$ cat src/rtl/digit_overlay_gen.sv
`default_nettype none
// ============================================================================
// digit_overlay_gen : overlays N_DIGITS BCD glyph fields on a video stream,
//                     with frame-aligned loading, blinking and zero blanking.
// Revision: 1.0
// ============================================================================
module digit_overlay_gen #(
    parameter int N_DIGITS     = 4,
    parameter int GLYPH_W      = 32,
    parameter int GLYPH_H      = 32,
    parameter int X0           = 400,
    parameter int Y0           = 40,
    parameter int BLINK_FRAMES = 30,
    parameter int ADDR_W       = 12
) (
    input  logic                   clka,
    input  logic                   rst,
    input  logic [9:0]             h_cnt,
    input  logic [9:0]             v_cnt,
    input  logic [11:0]            base_pixel,
    input  logic [4*N_DIGITS-1:0]  value,
    input  logic [12*N_DIGITS-1:0] digit_color,
    input  logic [N_DIGITS-1:0]    blink_mask,
    input  logic                   lz_suppress,
    input  logic                   load,
    output logic                   busy,
    output logic [ADDR_W-1:0]      glyph_addr,
    input  logic [9:0]             glyph_bits,
    output logic [11:0]            pixel_out
);
    localparam int VW  = 4 * N_DIGITS;
    localparam int CW  = 12 * N_DIGITS;
    localparam int IW  = (N_DIGITS > 1) ? $clog2(N_DIGITS) : 1;
    localparam int FCW = (BLINK_FRAMES > 1) ? $clog2(BLINK_FRAMES) : 1;
    localparam logic [FCW-1:0] FC_LAST = FCW'(BLINK_FRAMES - 1);
    localparam logic [31:0]    Y_LO    = 32'(Y0);
    localparam logic [31:0]    Y_HI    = 32'(Y0 + GLYPH_H);

    logic              prev_zero_q, prev_zero_d;
    logic              busy_q, busy_d;
    logic [VW-1:0]     pend_value_q, pend_value_d, sh_value_q, sh_value_d;
    logic [CW-1:0]     pend_color_q, pend_color_d, sh_color_q, sh_color_d;
    logic [N_DIGITS-1:0] pend_mask_q, pend_mask_d, sh_mask_q, sh_mask_d;
    logic              pend_lz_q, pend_lz_d, sh_lz_q, sh_lz_d;
    logic [FCW-1:0]    frame_cnt_q, frame_cnt_d;
    logic              blink_phase_q, blink_phase_d;
    logic [ADDR_W-1:0] addr_q, addr_d;
    logic              draw_q, draw_d;
    logic [IW-1:0]     idx_q, idx_d;
    logic [3:0]        digit_q, digit_d;
    logic [11:0]       base_q, base_d;
    logic [11:0]       pixel_q, pixel_d;

    logic              at_origin, frame_start, v_in, run, glyph_on;
    logic [31:0]       h_ext, v_ext;
    logic [N_DIGITS-1:0] field_hit, field_draw, zero_run;
    logic [ADDR_W-1:0] field_addr [N_DIGITS];
    logic              sel_hit, sel_draw;
    logic [IW-1:0]     sel_idx;
    logic [ADDR_W-1:0] sel_addr;
    logic [3:0]        sel_digit;

    assign at_origin   = (h_cnt == 10'd0) && (v_cnt == 10'd0);
    assign frame_start = at_origin && !prev_zero_q;
    assign h_ext       = {22'd0, h_cnt};
    assign v_ext       = {22'd0, v_cnt};
    assign v_in        = (v_ext >= Y_LO) && (v_ext < Y_HI);

    // zero_run[i] is set when field i and every field to its left hold 0
    always_comb begin
        zero_run = '0;
        run      = 1'b1;
        for (int i = N_DIGITS - 1; i >= 0; i--) begin
            run         = run & (sh_value_q[4*i +: 4] == 4'd0);
            zero_run[i] = run;
        end
    end

    for (genvar i = 0; i < N_DIGITS; i++) begin : g_field
        localparam int          SLOT   = N_DIGITS - 1 - i;
        localparam logic [31:0] X_LO   = 32'(X0 + SLOT * GLYPH_W);
        localparam logic [31:0] X_HI   = 32'(X0 + (SLOT + 1) * GLYPH_W);
        localparam logic        IS_LSD = (i == 0);
        logic [3:0] dig;
        assign dig           = sh_value_q[4*i +: 4];
        assign field_hit[i]  = (h_ext >= X_LO) && (h_ext < X_HI) && v_in;
        assign field_addr[i] = ADDR_W'((v_ext - Y_LO) * GLYPH_W + (h_ext - X_LO));
        assign field_draw[i] = (dig <= 4'd9)
                             && !(sh_mask_q[i] && !blink_phase_q)
                             && !(sh_lz_q && zero_run[i] && !IS_LSD);
    end

    always_comb begin
        sel_hit   = 1'b0;
        sel_draw  = 1'b0;
        sel_idx   = '0;
        sel_addr  = '0;
        sel_digit = '0;
        for (int i = 0; i < N_DIGITS; i++) begin
            if (field_hit[i]) begin
                sel_hit   = 1'b1;
                sel_draw  = field_draw[i];
                sel_idx   = IW'(i);
                sel_addr  = field_addr[i];
                sel_digit = sh_value_q[4*i +: 4];
            end
        end
    end

    assign glyph_on = (digit_q <= 4'd9) ? glyph_bits[digit_q] : 1'b0;

    always_comb begin
        prev_zero_d   = at_origin;
        busy_d        = busy_q;
        pend_value_d  = pend_value_q;
        pend_color_d  = pend_color_q;
        pend_mask_d   = pend_mask_q;
        pend_lz_d     = pend_lz_q;
        sh_value_d    = sh_value_q;
        sh_color_d    = sh_color_q;
        sh_mask_d     = sh_mask_q;
        sh_lz_d       = sh_lz_q;
        frame_cnt_d   = frame_cnt_q;
        blink_phase_d = blink_phase_q;
        if (load) begin
            pend_value_d = value;
            pend_color_d = digit_color;
            pend_mask_d  = blink_mask;
            pend_lz_d    = lz_suppress;
            busy_d       = 1'b1;
        end
        if (frame_start) begin
            busy_d = 1'b0;
            // A load arriving on the frame-start cycle bypasses the pending copy
            if (load) begin
                sh_value_d = value;
                sh_color_d = digit_color;
                sh_mask_d  = blink_mask;
                sh_lz_d    = lz_suppress;
            end else if (busy_q) begin
                sh_value_d = pend_value_q;
                sh_color_d = pend_color_q;
                sh_mask_d  = pend_mask_q;
                sh_lz_d    = pend_lz_q;
            end
            if (frame_cnt_q == FC_LAST) begin
                frame_cnt_d   = '0;
                blink_phase_d = ~blink_phase_q;
            end else begin
                frame_cnt_d = frame_cnt_q + FCW'(1);
            end
        end
        addr_d  = sel_hit ? sel_addr : '0;
        draw_d  = sel_hit && sel_draw;
        idx_d   = sel_idx;
        digit_d = sel_digit;
        base_d  = base_pixel;
        pixel_d = (draw_q && glyph_on) ? sh_color_q[12*idx_q +: 12] : base_q;
    end

    always_ff @(posedge clka) begin
        if (rst) begin
            prev_zero_q   <= 1'b0;
            busy_q        <= 1'b0;
            pend_value_q  <= '0;
            pend_color_q  <= '0;
            pend_mask_q   <= '0;
            pend_lz_q     <= 1'b0;
            sh_value_q    <= '0;
            sh_color_q    <= '0;
            sh_mask_q     <= '0;
            sh_lz_q       <= 1'b0;
            frame_cnt_q   <= '0;
            blink_phase_q <= 1'b1;
            addr_q        <= '0;
            draw_q        <= 1'b0;
            idx_q         <= '0;
            digit_q       <= '0;
            base_q        <= '0;
            pixel_q       <= '0;
        end else begin
            prev_zero_q   <= prev_zero_d;
            busy_q        <= busy_d;
            pend_value_q  <= pend_value_d;
            pend_color_q  <= pend_color_d;
            pend_mask_q   <= pend_mask_d;
            pend_lz_q     <= pend_lz_d;
            sh_value_q    <= sh_value_d;
            sh_color_q    <= sh_color_d;
            sh_mask_q     <= sh_mask_d;
            sh_lz_q       <= sh_lz_d;
            frame_cnt_q   <= frame_cnt_d;
            blink_phase_q <= blink_phase_d;
            addr_q        <= addr_d;
            draw_q        <= draw_d;
            idx_q         <= idx_d;
            digit_q       <= digit_d;
            base_q        <= base_d;
            pixel_q       <= pixel_d;
        end
    end

    assign busy       = busy_q;
    assign glyph_addr = addr_q;
    assign pixel_out  = pixel_q;

endmodule
`default_nettype wire

$ cat config.mk
export PLATFORM = sky130hd
export DESIGN_NAME = digit_overlay_gen
export DESIGN_NICKNAME = d
export VERILOG_FILES = /design/src/rtl/digit_overlay_gen.sv
export SDC_FILE = /design/constraint.sdc
export NUM_CORES = 1
export LEC_CHECK = 0
export ABC_CLOCK_PERIOD_IN_PS = 6960
export CORE_MARGIN = 5
export CORE_UTILIZATION = 25
export DETAILED_ROUTE_END_ITERATION = 10
export PLACE_DENSITY = 0.46
export SLEW_MARGIN = 20
export SYNTH_ARGS = -nofsm -noshare
export SYNTH_HDL_FRONTEND = slang
export SYNTH_SLANG_ARGS = --single-unit
export TNS_END_PERCENT = 1
$ cat constraint.sdc
create_clock -name clka -period 6.96 [get_ports clka]
set_input_delay 0.696 -clock clka [delete_from_list [all_inputs] [get_ports clka]]
set_output_delay 0.696 -clock clka [all_outputs]
set_load 0.01 [all_outputs]
==> reports/metrics.sh <==
OUTCOME='finished, final reports clean'
NUMBER_OF_WARNINGS_REPORTED_IN_THE_YOSYS_SYNTHESIS_LOG=0
SUMMED_NEGATIVE_SETUP_SLACK_OVER_ALL_ENDPOINTS_NS=0
CTS.HTREE.LEVELS=4
SLEW-LIMIT-HEADROOM_PCT=32.3
YOSYSTOPAREACELLSHARE_PCT=42.8
REGTOREGSTARTPOINT='digit_q[0]$_SDFF_PP0_'
REGTOREGSETUPSLACK_NS=4.52
CTS_TREE='yes'
WORST_SETUP_HOLD_PATH_CLK_SLEW_NS=0.07
FINALPOWER_mW=2.45
SYNTH.MOST_COMMON_CELL='sky130_fd_sc_hd__dfxtp_1'
TRITONCTS.NUM_BUFFERS=17
P_COMB_SHARE_PCT=13.8
SYNTHESIS.INSTANCES=883
CP-ENDPOINT='sh_value_q[8]$_SDFFE_PP0P_'
MAX-CAP-VIOLATIONS=0
ROUTE.DETAILED.VIAS_PER_INST=4.52
CLOCK_LATENCY_NS=0.44
WORST_IR_DROP_VDD_mV=0.159
PLACEMENT.IO_BUFFERS=138
DRT_WIRELENGTH_MM=25.5
GRT_ANTENNA_BEFORE_REPAIR=0
STARTPOINT='h_cnt[7]'
ROUTED_WIRE_LENGTH_PER_INSTANCE_UM=17.5
CRITPATHLAUNCHTYPE='input pin'
CLOCK_POWER_SHARE_PCT=40.6
POWER_SWITCHING_mW=0.658
FINALHOLDVIOLCOUNT=0
N_ANTENNA_CELL=0
MAXSLEWVIOLCOUNT=0
TYPE_OF_THE_MOST_CRITICAL_HOLD_PATH='register to register'
MAXIMUM_NUMBER_OF_PINS_ON_ONE_NET_BEFORE_GLOBAL_ROUTE_REPAIR=114
SEQUENTIALPOWERSHARE_PCT=45.6
OVERALL_DIE_AREA_UM2=39300
POST-ROUTE-MIN-PERIOD_NS=3.89
SYNTH_SEQ_AREA_SHARE_PCT=42.8
FF2FF_PATH_DEPTH=6
INITIAL_UTILIZATION_PCT=25.1
MAPPEDNETLISTNETS=1032
SWITCHING_SHARE_PCT=26.8
DRC_ERRORS=0
RESIDUAL_OVERFLOW_FROM_GLOBAL_ROUTING=0
CORE-AREA_UM2=35200
PERIOD_SHARE_PCT=56.0
STARTING_DRT_DRC_COUNT=377
CRITICAL_PATH_TYPE='input pin to register'
SYNTHESIS.AREA_PER_INSTANCE_UM2=10.0
POWER.INTERNAL_mW=1.79
CRITPATHCAPTURETYPE='register'
POST_SYNTH_INSTANCE_AREA_UM2=8850
BOUNDARYPINS=139
ANT_NETS=0
YOSYS_REGISTER_BITS=189
DRIVE_GT1_SHARE_PCT=12.2
PATH_CELLS='clkdlybuf4s50_1 > or4_1 > nor3_1 > nand4_1 > or3_4 > nor2_4 > buf_12 > nor2_1 > a211oi_2'
SLOWEST_DELAY_NS=0.76
SKEW_NS=0.0114
GR-USAGE-ALL-LAYERS_PCT=13.0
CRIT_REQUIRED_NS=7.30
SYNTH-EDFF-COUNT=0
PATH_MAX_FANOUT=113
ROWS=69
SYNTH.LARGEST_AREA_CELL='sky130_fd_sc_hd__dfxtp_1'
SYNTH.LIB_CELLS_USED.DISTINCT=57
GRT_PASS1_VIAS=6612
TIMING.CRITICAL_PATH.ARRIVAL_NS=4.24
ROUTABILITY_CONGESTION_ESTIMATE_FROM_GLOBAL_PLACEMENT=0.843
HOLDBUFCOUNTCTS=0
DRT_PRE_ANTENNA_ITERS=5
GRT_PASS1_WL_MM=39.6
POSTSYNTH.ASYNCRESETSHARE_PCT=0
TOTAL_VIA_COUNT_AFTER_DETAILED_ROUTING=6584
POWER.STATIC_LEAKAGE_nW=4.09
DESIGN_AREA_UM2=11100
YS_TOP_CELLS_BY_AREA='sky130_fd_sc_hd__dfxtp_1 43%, sky130_fd_sc_hd__mux2i_1 9.4%, sky130_fd_sc_hd__a211oi_2 8.5%, sky130_fd_sc_hd__nor2_1 7.7%, sky130_fd_sc_hd__ha_1 4.4%'
TRITONCTS_NUM_SINKS=189
FINISH.NET_COUNT=1132
SETUP_VIOLATING_ENDPOINT_COUNT_IN_THE_FINAL_REPORT=0
TIGHTEST_SLEW_NS=1.01
POST_DP_CELL_AREA_UM2=10500
AREA_GROWTH_PCT=25.8
DIE_HEIGHT_UM=198
CTS-ROOT-BUF='sky130_fd_sc_hd__clkbuf_16'
CTS.PATH.MAX_BUFFERS=2
SYNTH_TOP_CELLS_BY_COUNT='189 x sky130_fd_sc_hd__dfxtp_1, 181 x sky130_fd_sc_hd__nor2_1, 83 x sky130_fd_sc_hd__mux2i_1'
PWR_DENSITY_CELL_nW_PER_UM2=220
PLACED_WIRE_LENGTH_ESTIMATE_MM=18.3
FILLERINSTANCES=3690
TIMING.FMAX_MHz=257
RSZ0062_AT_GRT='no'
FP.DIEW_UM=198
SYNTHFLOPTYPE='sky130_fd_sc_hd__dfxtp_1'
POST-CTS-SETUP-BUFFERS=0
QUANTITY_OF_GATES_RESIZED_FOLLOWING_CTS=0
CRIT_SLOWEST_CELL='sky130_fd_sc_hd__clkdlybuf4s50_1'
R2R_END='pixel_out[11]$_SDFF_PP0_'
## worst min-delay path by stage
stage                              start                       to  cells past startpoint
floorplan           base_q[0]$_SDFF_PP0_  pixel_out[0]$_SDFF_PP0_                      2
global placement    base_q[8]$_SDFF_PP0_  pixel_out[8]$_SDFF_PP0_                      2
detailed placement  base_q[7]$_SDFF_PP0_  pixel_out[7]$_SDFF_PP0_                      2
CTS                 base_q[7]$_SDFF_PP0_  pixel_out[7]$_SDFF_PP0_                      2
global route        base_q[6]$_SDFF_PP0_  pixel_out[6]$_SDFF_PP0_                      2
finish              base_q[7]$_SDFF_PP0_  pixel_out[7]$_SDFF_PP0_                      2
## per-layer routing
layer  share of wire (%)  vias to the layer above  GRT usage [%]
li1                    -                     3314              -
met1                  51                     3123           19.1
met2                  44                      132           19.7
met3                 3.9                       15           2.84
met4                0.86                        0           2.63
met5                   0                        -              0
## worst max-delay path: cells and delay by family
family | cells | cell delay, ns
AND/OR/NAND/NOR | 6 | 1.96
buffers and inverters | 2 | 1.29
AO/OA/AOI/OAI | 1 | 0.22
## state kept, by name (all words and copies together), names as in the netlist
name	flops
sh_color_q	48
idx_q	2
frame_cnt_q	5
pend_value_q	16
blink_phase_q	1
digit_q	4
sh_lz_q	1
pend_mask_q	4
busy	1
sh_value_q	16
pixel_out	12
draw_q	1
glyph_addr	12
sh_mask_q	4
pend_color_q	48
pend_lz_q	1
base_q	12
prev_zero_q	1
## cell usage in the layout, fill, tap and decap left out, types with 5 or more instances in the layout
cell type and n:
sky130_fd_sc_hd__inv_1 26, sky130_fd_sc_hd__nor2_1 181, sky130_fd_sc_hd__xor2_1 14, sky130_fd_sc_hd__clkbuf_16 17
sky130_fd_sc_hd__a21o_1 8, sky130_fd_sc_hd__nand2_1 15, sky130_fd_sc_hd__xnor2_1 24, sky130_fd_sc_hd__a222oi_1 5
sky130_fd_sc_hd__dfxtp_1 189, sky130_fd_sc_hd__nand2b_1 5, sky130_fd_sc_hd__a211oi_1 12, sky130_fd_sc_hd__o21ai_0 22
sky130_fd_sc_hd__mux2i_1 83, sky130_fd_sc_hd__o21bai_1 6, sky130_fd_sc_hd__o21a_1 5, sky130_fd_sc_hd__a21oi_1 29
sky130_fd_sc_hd__a211oi_2 60, sky130_fd_sc_hd__ha_1 31, sky130_fd_sc_hd__clkdlybuf4s50_1 136, sky130_fd_sc_hd__mux4_2 14
sky130_fd_sc_hd__nand3_1 7, sky130_fd_sc_hd__nor3_1 10, sky130_fd_sc_hd__nor2b_1 16
## cell type report
cell class | count | area [um2] | share of cell area (%)
repair buffers | 141 | 1420 | 12.7
multi-input cells | 608 | 4650 | 41.8
clock inverters | 13 | 155 | 1.39
well taps | 461 | 577 | 5.18
clock buffers | 19 | 443 | 3.98
inverters | 26 | 97.6 | 0.877
flip-flops and latches | 189 | 3780 | 34.0
## power by group through the flow
stage | clock network [mW] | registers, mW | logic, mW
2_1_floorplan | 0 | 1.14 | 0.205
3_3_place_gp | 0 | 1.14 | 0.340
3_5_place_dp | 0 | 1.14 | 0.339
4_1_cts | 1.04 | 1.12 | 0.342
5_1_grt | 1.08 | 1.12 | 0.373
6_report | 0.995 | 1.12 | 0.338
## kinds of logic after synthesis
kind of cell	count (synthesis)	synth area share (%)
compound gates	177	17.4
flops	189	42.8
simple gates	261	13.1
mux	97	13.0
xor+xnor	38	3.76
fa+ha+maj	35	5.29
buf+inv	86	4.68
## through the flow
stage          hold slack, ns  utilization [%]  std cells  setup slack (ns)
2_1_floorplan           0.440                -        883              3.78
3_3_place_gp            0.455             29.9       1425              2.67
3_5_place_dp            0.460             29.9       1425              2.63
4_1_cts                 0.477             31.6       1457              3.08
5_1_grt                 0.509             31.6       1457              2.85
6_report                0.474             31.6       1457              3.07
(Power assumes the default switching activity.)
